===== src/rtl/cpu_types_pkg.sv =====
// CPU-wide shared types: status reported by the RAM port.
package cpu_types_pkg;

  typedef enum logic [1:0] {
    FREE   = 2'd0,
    BUSY   = 2'd1,
    ACCESS = 2'd2,
    ERROR  = 2'd3
  } ramstate_t;

endpackage


===== src/rtl/dp_types_pkg.sv =====
// Datapath-side types: memory arbiter FSM states and the error load value.
package dp_types_pkg;

  typedef enum logic [1:0] {
    IDLE = 2'd0,
    IACC = 2'd1,
    DACC = 2'd2,
    RESP = 2'd3
  } arb_state_t;

  localparam logic [31:0] BadWordDefault = 32'hBAD1_BAD1;

endpackage


===== src/rtl/llsc_link.sv =====
// LL/SC link register: remembers the last LL address until an SC or a
// conflicting store consumes it.
module llsc_link #(
  parameter int unsigned AddrW = 32
) (
  input  logic             clk_i,
  input  logic             rst_i,
  input  logic             set_i,
  input  logic [AddrW-1:0] set_addr_i,
  input  logic             clear_i,
  input  logic             snoop_valid_i,
  input  logic [AddrW-1:0] snoop_addr_i,
  input  logic [AddrW-1:0] check_addr_i,
  output logic             match_o
);

  logic             valid_q, valid_d;
  logic [AddrW-1:0] addr_q, addr_d;

  always_comb begin
    valid_d = valid_q;
    addr_d  = addr_q;
    if (set_i) begin
      valid_d = 1'b1;
      addr_d  = set_addr_i;
    end else if (clear_i || (snoop_valid_i && (snoop_addr_i == addr_q))) begin
      valid_d = 1'b0;
    end
  end

  always_ff @(posedge clk_i) begin
    if (rst_i) begin
      valid_q <= 1'b0;
      addr_q  <= '0;
    end else begin
      valid_q <= valid_d;
      addr_q  <= addr_d;
    end
  end

  assign match_o = valid_q && (addr_q == check_addr_i);

endmodule


===== src/rtl/mem_arbiter.sv =====
// Single-port RAM arbiter for fetch and data requests; data wins at IDLE,
// one transaction in flight, hits are one-cycle pulses from the RESP state.
module mem_arbiter
  import cpu_types_pkg::*;
  import dp_types_pkg::*;
#(
  parameter int unsigned       WORD_W   = 32,
  parameter logic [WORD_W-1:0] BAD_WORD = WORD_W'(BadWordDefault)
) (
  input  logic              CLK,
  input  logic              RST,
  input  logic              iREN,
  input  logic [WORD_W-1:0] iaddr,
  output logic [WORD_W-1:0] iload,
  output logic              ihit,
  input  logic              dREN,
  input  logic              dWEN,
  input  logic              datomic,
  input  logic [WORD_W-1:0] daddr,
  input  logic [WORD_W-1:0] dstore,
  output logic [WORD_W-1:0] dload,
  output logic              dhit,
  output logic              ramREN,
  output logic              ramWEN,
  output logic [WORD_W-1:0] ramaddr,
  output logic [WORD_W-1:0] ramstore,
  input  logic [WORD_W-1:0] ramload,
  input  ramstate_t         ramstate
);

  arb_state_t        state_q, state_d;
  logic [WORD_W-1:0] addr_q, addr_d;
  logic [WORD_W-1:0] store_q, store_d;
  logic [WORD_W-1:0] resp_q, resp_d;
  logic              write_q, write_d;
  logic              atomic_q, atomic_d;
  logic              dreq_q, dreq_d;

  logic link_set, link_clear, snoop_valid, link_match;

  llsc_link #(
    .AddrW(WORD_W)
  ) u_llsc_link (
    .clk_i        (CLK),
    .rst_i        (RST),
    .set_i        (link_set),
    .set_addr_i   (addr_q),
    .clear_i      (link_clear),
    .snoop_valid_i(snoop_valid),
    .snoop_addr_i (addr_q),
    .check_addr_i (daddr),
    .match_o      (link_match)
  );

  always_comb begin
    state_d     = state_q;
    addr_d      = addr_q;
    store_d     = store_q;
    resp_d      = resp_q;
    write_d     = write_q;
    atomic_d    = atomic_q;
    dreq_d      = dreq_q;
    link_set    = 1'b0;
    link_clear  = 1'b0;
    snoop_valid = 1'b0;
    unique case (state_q)
      IDLE: begin
        if (dREN || dWEN) begin
          addr_d   = daddr;
          store_d  = dstore;
          write_d  = dWEN;
          atomic_d = datomic;
          dreq_d   = 1'b1;
          resp_d   = '0;
          if (dWEN && datomic) begin
            // SC consumes the link either way; a miss answers without touching RAM.
            link_clear = 1'b1;
            state_d    = link_match ? DACC : RESP;
          end else begin
            state_d = DACC;
          end
        end else if (iREN) begin
          addr_d   = iaddr;
          write_d  = 1'b0;
          atomic_d = 1'b0;
          dreq_d   = 1'b0;
          state_d  = IACC;
        end
      end
      IACC, DACC: begin
        if (ramstate == ACCESS || ramstate == ERROR) begin
          state_d = RESP;
          if (ramstate == ERROR) begin
            resp_d = BAD_WORD;
          end else if (!write_q) begin
            resp_d = ramload;
          end else begin
            resp_d = {{(WORD_W - 1) {1'b0}}, atomic_q};
          end
          if (state_q == DACC) begin
            link_set    = !write_q && atomic_q;
            snoop_valid = write_q && !atomic_q;
          end
        end
      end
      RESP: state_d = IDLE;
      default: state_d = IDLE;
    endcase
  end

  always_ff @(posedge CLK) begin
    if (RST) begin
      state_q  <= IDLE;
      addr_q   <= '0;
      store_q  <= '0;
      resp_q   <= '0;
      write_q  <= 1'b0;
      atomic_q <= 1'b0;
      dreq_q   <= 1'b0;
    end else begin
      state_q  <= state_d;
      addr_q   <= addr_d;
      store_q  <= store_d;
      resp_q   <= resp_d;
      write_q  <= write_d;
      atomic_q <= atomic_d;
      dreq_q   <= dreq_d;
    end
  end

  // Outputs decode only registered state, so ramstate never reaches the hits.
  assign ramREN   = (state_q == IACC) || ((state_q == DACC) && !write_q);
  assign ramWEN   = (state_q == DACC) && write_q;
  assign ramaddr  = (state_q == IACC || state_q == DACC) ? addr_q : '0;
  assign ramstore = ramWEN ? store_q : '0;
  assign ihit     = (state_q == RESP) && !dreq_q;
  assign dhit     = (state_q == RESP) && dreq_q;
  assign iload    = ihit ? resp_q : '0;
  assign dload    = dhit ? resp_q : '0;

endmodule


===== config.mk =====
export PLATFORM = sky130hd
export DESIGN_NAME = mem_arbiter
export DESIGN_NICKNAME = d
export VERILOG_FILES = /design/src/rtl/cpu_types_pkg.sv /design/src/rtl/dp_types_pkg.sv /design/src/rtl/llsc_link.sv /design/src/rtl/mem_arbiter.sv
export SDC_FILE = /design/constraint.sdc
export NUM_CORES = 1
export LEC_CHECK = 0
export ABC_CLOCK_PERIOD_IN_PS = 4900
export BUFFER_PORTS_ARGS = -buffer_cell sky130_fd_sc_hd__buf_4
export CORE_ASPECT_RATIO = 0.7
export CORE_MARGIN = 3
export CORE_UTILIZATION = 53
export DETAILED_ROUTE_END_ITERATION = 10
export GPL_TIMING_DRIVEN = 0
export PLACE_DENSITY = 0.86
export SLEW_MARGIN = 10
export SYNTH_ARGS = -nofsm -noshare
export SYNTH_HDL_FRONTEND = slang
export SYNTH_SLANG_ARGS = --single-unit

===== constraint.sdc =====
create_clock -name CLK -period 4.9 [get_ports CLK]
set_input_delay 0.98 -clock CLK [delete_from_list [all_inputs] [get_ports CLK]]
set_output_delay 0.98 -clock CLK [all_outputs]
set_load 0.02 [all_outputs]

==> results of run 1 <==
cell families after synthesis:
group / synth area share (%)
xor gates and xnor gates: 8.05
and+or+nand+nor: 32.8
AOI/OAI and AO/OA: 13.5
DFF: 39.8
buffers and inverters: 4.97
adders and majority gates: 0.928
flip-flops by register name (all words and copies together), names as in the netlist:
name,count
store_q,32
u_llsc_link.addr_q,32
u_llsc_link.valid_q,1
dreq_q,1
atomic_q,1
resp_q,32
state_q,2
write_q,1
addr_q,32
through the flow:
step / hold slack, ns / power (W) / setup slack, ns / cells
after floorplan: 0.432 / 0.00281 / 2.43 / 892
after global placement: 0.438 / 0.00346 / 1.95 / 1315
after detailed placement: 0.442 / 0.00352 / 1.93 / 1315
after CTS: 0.450 / 0.00488 / 1.48 / 1347
after global routing: 0.465 / 0.00519 / 1.27 / 1347
final: 0.450 / 0.00491 / 1.44 / 1347
per-layer routing:
metal	vias to the layer above	global-route usage [%]	part of all wire [%]
li1	3584	-	-
met1	3450	41.3	40
met2	374	54.0	48
met3	52	8.19	9.7
met4	0	9.31	2.4
met5	-	0	0
power by group through the flow:
| stage | combinational [W] | sequential, W | clock (W) |
|---|---|---|---|
| after floorplan | 0.00129 | 0.00153 | 0 |
| after global placement | 0.00188 | 0.00158 | 0 |
| after detailed placement | 0.00192 | 0.00160 | 0 |
| after CTS | 0.00194 | 0.00158 | 0.00136 |
| after global routing | 0.00215 | 0.00162 | 0.00142 |
| final | 0.00196 | 0.00158 | 0.00137 |
worst register-to-register path: stages, from the launching register on:
cell	delay, ns
sky130_fd_sc_hd__dfxtp_1	0.39
sky130_fd_sc_hd__inv_1	0.10
sky130_fd_sc_hd__ha_1	0.36
sky130_fd_sc_hd__clkbuf_1	0.42
sky130_fd_sc_hd__nand4_1	0.39
sky130_fd_sc_hd__clkbuf_1	0.40
sky130_fd_sc_hd__nand2_1	0.17
sky130_fd_sc_hd__a21oi_1	0.07
synth_stat cells (2+ instances only):
| cell type | n | area (um^2) |
|---|---|---|
| sky130_fd_sc_hd__a21boi_1 | 2 | 15.0 |
| sky130_fd_sc_hd__a21oi_1 | 102 | 510 |
| sky130_fd_sc_hd__a311oi_1 | 32 | 280 |
| sky130_fd_sc_hd__a31oi_1 | 2 | 12.5 |
| sky130_fd_sc_hd__and2_1 | 67 | 419 |
| sky130_fd_sc_hd__and3_1 | 64 | 400 |
| sky130_fd_sc_hd__buf_2 | 25 | 125 |
| sky130_fd_sc_hd__buf_4 | 4 | 30.0 |
| sky130_fd_sc_hd__clkbuf_1 | 42 | 158 |
| sky130_fd_sc_hd__dfxtp_1 | 134 | 2680 |
| sky130_fd_sc_hd__ha_1 | 5 | 62.6 |
| sky130_fd_sc_hd__inv_1 | 5 | 18.8 |
| sky130_fd_sc_hd__nand2_1 | 212 | 796 |
| sky130_fd_sc_hd__nand3_1 | 18 | 90.1 |
| sky130_fd_sc_hd__nand4_1 | 10 | 62.6 |
| sky130_fd_sc_hd__nor2_1 | 55 | 206 |
| sky130_fd_sc_hd__nor2b_1 | 4 | 25.0 |
| sky130_fd_sc_hd__nor3_1 | 19 | 95.1 |
| sky130_fd_sc_hd__nor4_1 | 9 | 56.3 |
| sky130_fd_sc_hd__o2111ai_1 | 2 | 17.5 |
| sky130_fd_sc_hd__xnor2_1 | 28 | 245 |
| sky130_fd_sc_hd__xor2_1 | 34 | 298 |
final timing paths:
| kind | from | endpoint | cells after the start | slack, ns |
|---|---|---|---|---|
| setup / recovery | state_q[0] | ramaddr[2] | 6 | 1.44 |
| hold / removal | store_q[16] | store_q[16] | 2 | 0.45 |
| hold reg to reg | store_q[16] | store_q[16] | 2 | 0.45 |
| setup reg to reg | state_q[0] | u_llsc_link.addr_q[20] | 7 | 2.48 |
area by class of cell:
type	count	area, um^2
multi-input cells	681	3730
plain buffers	72	317
clock buffers	20	457
repair buffers	266	2000
well taps	157	196
clock inverters	12	175
flip-flops and latches	134	2680
fillers	885	2490
inverters	5	18.8
==> results.txt, run 1 <==
The unique cell type count in the Yosys netlist is 39. The logs give 2 for the number of buffers on the longest clock path and 0.946 for the last weighted congestion value of the routability-driven placer. The iteration count of the initial detailed-routing pass is 5, and the total clock sinks is 134. Port buffering added 266 buffers. Number of vias per cell after detailed routing: 5.54. For the worst-skew pair, the clock arrives at the later sink with an insertion delay of 0.42 ns. The routed length per placed instance is 17.6 um, and the die area is 14100 um^2. In this run, the combinational gates consume 40.0% of the power.

The internal power summed over all cells was 0.00297 W; the synthesized netlist net count was 1033. The number of antenna diodes in the final layout is 0. Cells fill 79.4% of the core in the end. For this run, asynchronously set or reset flops after synthesis account for 0%. The tools report the final layout net count as 1318. The number of hold buffers added after CTS was 0. From synthesis to final layout, the design area changed by 41.9%. The tools report the number of global-route vias before repair as 6883.

In this run, synthesis produced a sequential element count of 134. The tools report the core area as 12100 um^2. Setup total negative slack on the finished layout was measured at 0 ns. Of the cells placed in the final design, the portion with a size suffix greater than 1 is 27.7%. Number of synthesized flops with an enable pin: 0. For this design the total switching power over the nets is 0.00195 W.

The setup fix buffers added after clock tree synthesis is 0. Dividing the synthesized area by the synthesized cell count gives 7.56 um^2. For this run, the total global-route usage over all layers was measured as 32.2%. The finished cells cover 9570 um^2. Leaving out fill and tap cells, the most frequent cell in the layout is sky130_fd_sc_hd__buf_4. The share of the yosys chip area belonging to registers was 39.8%; the number of CTS-inserted buffers was 17.

For this design the ratio of total power to cell area is 514 nW/um^2. In this run switching power makes up 39.7% of total power. Synthesis produced 892 cells.

The gate family responsible for the most delay along the worst path was buffers and inverters. The largest single stage delay on the critical path is 0.42 ns. The arrival time of the worst setup path was 2.48 ns; the antenna violation net count after detailed routing was 0.

The signal on the critical path passes through inv_1 -> ha_1 -> clkbuf_1 -> clkbuf_1 -> and2_1 -> buf_4. Leading register cell type out of synthesis: sky130_fd_sc_hd__dfxtp_1. The run gives 0 as the number of synthesis warnings.

Per report_power, the sequential group accounts for 32.2% of the total. The tools report the DRC violations left as 0. The min-delay analysis places its worst path in the category reg -> reg. Summed over all layers, the global routing overflow is 0. The worst IR drop on VDD was 0.000355 V. The tools report the initial standard-cell utilization of the core as 55.9%. In this run the core area contains 33 standard-cell rows. The logs give 0 for the count of endpoints failing hold in the final timing report and 17600 um for the HPWL after detailed placement. Headroom to the max-slew limit came out at 56.8%. The top cell types in the final layout, fill and taps aside, are sky130_fd_sc_hd__buf_4, sky130_fd_sc_hd__nand2_1, sky130_fd_sc_hd__dfxtp_1. Per report_power, the clock group accounts for 27.8% of the total.

At the pin with the least slew margin, the transition time is 0.648 ns. Summing every instance area after synthesis gives 6740 um^2. The total placed instance area came out at 8940 um^2.

The first global-routing pass estimated 36000 um of wire. Setup repair after global routing left no endpoint under its margin. The critical path is of the reg -> out type. The worst path in the final design needs a cycle of 3.46 ns, including I/O delays and setup. In this run, post-CTS repair resized a total of 0 instances. For this block, the routed nets add up to 23700 um of wire. Measured along the x axis, the die boundary spans 141 um. Endpoint kind of the worst setup timing path: an output pin. TritonCTS built the clock tree. The critical-path cell with the highest stage delay was sky130_fd_sc_hd__clkbuf_1.

The run gives 289 MHz as the peak clock frequency supported by timing. The critical path launch point type is a flip-flop. Together, buffers and inverters on the worst path number 4. After clock tree synthesis, the clock-pin slew on the worst setup and hold paths is 0.06 ns. The share of the cycle needed by the critical path after routing came out at 70.6%. Setup violations remaining at the end of the flow were counted as 0.

On the final layout, the worst clock skew is 0.00718 ns. The cell at the root of the clock tree is sky130_fd_sc_hd__clkbuf_16. The routed layout has 7460 vias. Max-capacitance violation count: 0. The leakage power of the design was 4.53 nW.

268 I/O pins were placed. Counting stages on the worst path, the most repeated cell is sky130_fd_sc_hd__clkbuf_1. The final-report max-slew violation count is 0, and the die height is 100 um.

The run gives 536 as the initial DRC count. The run finished with clean final reports. The tools report the number of antenna violations at the first check in global routing as 0. In this run the worst path has a maximum fanout of 10. The critical path required time came out at 3.92 ns. The run gives 17 as the pin count of the biggest net entering global routing. Maximum level of the CTS H-tree: 4.
Note: power is estimated with default switching activity, not from simulation.
==> inputs of run 2 (changes only) <==
--- a/config.mk
+++ b/config.mk
@@ -5,14 +5,14 @@
 export SDC_FILE = /design/constraint.sdc
 export NUM_CORES = 1
 export LEC_CHECK = 0
-export ABC_CLOCK_PERIOD_IN_PS = 4900
+export ABC_CLOCK_PERIOD_IN_PS = 3300
 export BUFFER_PORTS_ARGS = -buffer_cell sky130_fd_sc_hd__buf_4
 export CORE_ASPECT_RATIO = 0.7
 export CORE_MARGIN = 3
-export CORE_UTILIZATION = 53
+export CORE_UTILIZATION = 49
 export DETAILED_ROUTE_END_ITERATION = 10
 export GPL_TIMING_DRIVEN = 0
-export PLACE_DENSITY = 0.86
+export PLACE_DENSITY = 0.81
 export SLEW_MARGIN = 10
 export SYNTH_ARGS = -nofsm -noshare
 export SYNTH_HDL_FRONTEND = slang
==> constraint.sdc (replaced) <==
create_clock -name CLK -period 3.3 [get_ports CLK]
set_input_delay 0.66 -clock CLK [delete_from_list [all_inputs] [get_ports CLK]]
set_output_delay 0.66 -clock CLK [all_outputs]
set_load 0.02 [all_outputs]
==> run 2 against run 1 <==
Effect of this change:
- core utilization decreased by 7.6 points
- global-route usage is 2.8 points lower
- critical path type unchanged
- via count decreased by 1.7%
- sequential power is 49% higher
- combinational power up 48%
- non-clock buffer count stayed put
- count of clock-buffer cells in the layout shrank 2
==> results.txt, run 2 (synthesis gave the netlist of run 1 again) <==
The flow ran to the end, and the final reports show no timing, DRC or antenna violations. The run gives 0 (unchanged) as the final-report setup violation count. The share of post-route cells with drive strength above 1 was 27.7% (unchanged); the floorplan die width was 146 um (+3.8%).

The worst setup path is of the reg -> out kind. The logs give 2.46 ns (-0.02 ns) for the arrival time of the worst setup path and 0 (unchanged) for the DRC violations left. The final layout net count is 1318 (unchanged).

Hold-fix buffer count after cts: 0 (unchanged). The total clock sinks was 134 (unchanged). The worst-path maximum fanout was 10 (unchanged); the number of gates given a new drive strength after cts was 0 (unchanged).

For the clock share of power, the log shows 26.2% (-1.6 points). Number of placed I/O pins: 268 (unchanged). On the critical path, the stage with the largest delay is an instance of sky130_fd_sc_hd__clkbuf_1. The signal on the critical path passes through inv_1 -> ha_1 -> clkbuf_1 -> clkbuf_1 -> and2_1 -> buf_4. For the sequential group share of total power, the log shows 33.1% (+0.9 points). The measured slew at the worst slew-check pin came out at 0.687 ns (+0.0382 ns). For the pin count of the biggest net entering global routing, the log shows 17 (unchanged). The critical path required time was 2.64 ns (-1.28 ns); the maximum level of the CTS H-tree was 4 (unchanged). The library cell used most frequently in the layout, excluding fill and tap cells, is sky130_fd_sc_hd__buf_4. The count of standard-cell rows was 35 (+6.1%).

Setup repair after global routing left no endpoint under its margin. Global-route wire length before repair: 36200 um (+0.48%). The number of vias per cell after detailed routing works out to 5.33 (-3.7%). For the number of CTS-inserted buffers, the log shows 17 (unchanged). The tools report the initial DRC count as 558 (+4.1%). The total of buffers placed on input and output ports came out at 266 (unchanged).

In this design, the critical path's most frequently occurring cell is sky130_fd_sc_hd__clkbuf_1. The HPWL after detailed placement was 17700 um (+0.66%); the die area was 15200 um^2 (+7.7%). The clock latency of the later-clocked register in the worst-skew pair was 0.42 ns (about the same). For the final-report max-slew violation count, the log shows 0 (unchanged). The final-layout setup total negative slack is 0 ns (unchanged).

The tools report the worst IR drop on VDD as 0.000441 V (+24%). The power per cell area was 744 nW/um^2 (+45%); the routed length per placed instance was 16.9 um (-3.8%). The headroom to the max-slew limit is 54.2% (-2.5 points). The tools report the last weighted congestion value of the routability-driven placer as 0.913 (-3.5%). The min-delay analysis places its worst path in the category reg -> reg.

The core area was 13300 um^2 (+10%). The tools report the all-layer global routing usage as 29.4% (-2.8 points). The number of global-route vias before repair is 6902 (+0.28%).

The cell at the root of the clock tree was sky130_fd_sc_hd__clkbuf_16. The initial standard-cell utilization of the core is 50.7% (-5.3 points). TritonCTS built the clock tree. The routed wire length came out at 23300 um (-1.8%).

The iteration count of the initial detailed-routing pass was 5 (unchanged); the peak clock frequency supported by timing was 320 MHz. The max-capacitance violation count was 0 (unchanged); the number of antenna violations at the first check in global routing was 0 (unchanged). The tools report the setup fix buffers added after clock tree synthesis as 0 (unchanged). The top cell types in the final layout, fill and taps aside, are sky130_fd_sc_hd__buf_4, sky130_fd_sc_hd__nand2_1, sky130_fd_sc_hd__dfxtp_1. The tools report the number of antenna cells inserted as 0 (unchanged).

The logs give 1128 (+27%) for the count of fill cells added during filler insertion and 0.0140 ns (+0.00678 ns) for the worst clock skew. The utilization after layout was 71.8% (-7.6 points). The count of endpoints failing hold in the final timing report was 0 (unchanged); the growth of design area from synthesis to finish was 41.7%. The leakage power of the design was 4.50 nW (-0.56%). The clock-pin slew of the registers on the worst-case setup and hold paths came out at 0.06 ns (about the same). The logs give 0.00290 W (+49%) for the switching power total and 0.00422 W (+42%) for the internal power summed over all cells. STA classifies the critical path startpoint as a flip-flop. The tools report the total vias in the final route as 7335 (-1.7%).

The tools report the antenna violation net count after detailed routing as 0 (unchanged). Endpoint kind of the worst setup timing path: an output pin. The combinational share of power is 40.7% (+0.7 points), and the die height is 104 um (+3.8%).

Aggregate global routing overflow: 0 (unchanged). In the finished design, the share of the clock period the worst path needs comes to 94.6%. The number of buffers on the longest clock path is 2 (unchanged), and the fraction of power spent switching nets is 40.7% (+1.0 points).

The time the final worst path needs with I/O delays and setup works out to 3.12 ns. The delay of the slowest cell on the worst path came out at 0.43 ns (about the same).
run 2: cell count changes in the layout (fill, tap and decap cells not counted):
cell,previous run,this run
sky130_fd_sc_hd__inv_6,1,2
sky130_fd_sc_hd__clkinv_2,3,2
sky130_fd_sc_hd__clkbuf_8,2,0
sky130_fd_sc_hd__bufinv_16,4,2
sky130_fd_sc_hd__clkinv_4,1,5
run 2: metal layers:
metal  GRT usage [%]  share of wire, %
met1            38.0                42
met3            6.71               8.2
met2            49.2                48
met4            8.52               1.9
met5               0                 0
run 2: worst paths after layout:
check	end	slack [ns]	start	cells past startpoint
worst max-delay path	ramaddr[5]	0.18	state_q[0]	6
worst min-delay path	store_q[1]	0.45	store_q[1]	2
worst max register to register	u_llsc_link.addr_q[20]	0.91	state_q[0]	7
worst min register to register	store_q[1]	0.45	store_q[1]	2
run 2: area by class of cell:
cell class	instances	area (um^2)	share of cell area, %
sequential	134	2680	28.1
inverter	5	18.8	0.196
multi-input combinational	681	3730	39.0
clock buffer	18	429	4.49
timing repair buffer	266	2000	20.9
clock inverter	14	154	1.61
tap	185	231	2.42
buffer	72	317	3.31
run 2: power groups by stage:
stage | logic, W | clock network, W | registers (W)
2_1_floorplan | 0.00191 | 0 | 0.00227
3_3_place_gp | 0.00279 | 0 | 0.00236
3_5_place_dp | 0.00285 | 0 | 0.00238
4_1_cts | 0.00287 | 0.00187 | 0.00234
5_1_grt | 0.00317 | 0.00195 | 0.00240
6_report | 0.00290 | 0.00186 | 0.00235
run 2: worst max-delay path, delay by kind of cell (launching register included):
family,cells,cell delay [ns]
and+or+nand+nor,1,0.24
adders and majority gates,1,0.35
DFF,1,0.39
buffers and inverters,4,1.08
run 2: metrics by stage:
step | instances | hold slack (ns) | cell area (um^2) | setup WS [ns] | power (W)
after detailed placement | 1343 | 0.442 | 8970 | 0.653 | 0.00522
after global routing | 1375 | 0.465 | 9560 | 0.0604 | 0.00752
after floorplan | 892 | 0.432 | 6740 | 1.15 | 0.00418
after CTS | 1375 | 0.450 | 9560 | 0.199 | 0.00708
final | 1375 | 0.448 | 9560 | 0.179 | 0.00711
after global placement | 1343 | 0.439 | 8970 | 0.670 | 0.00515
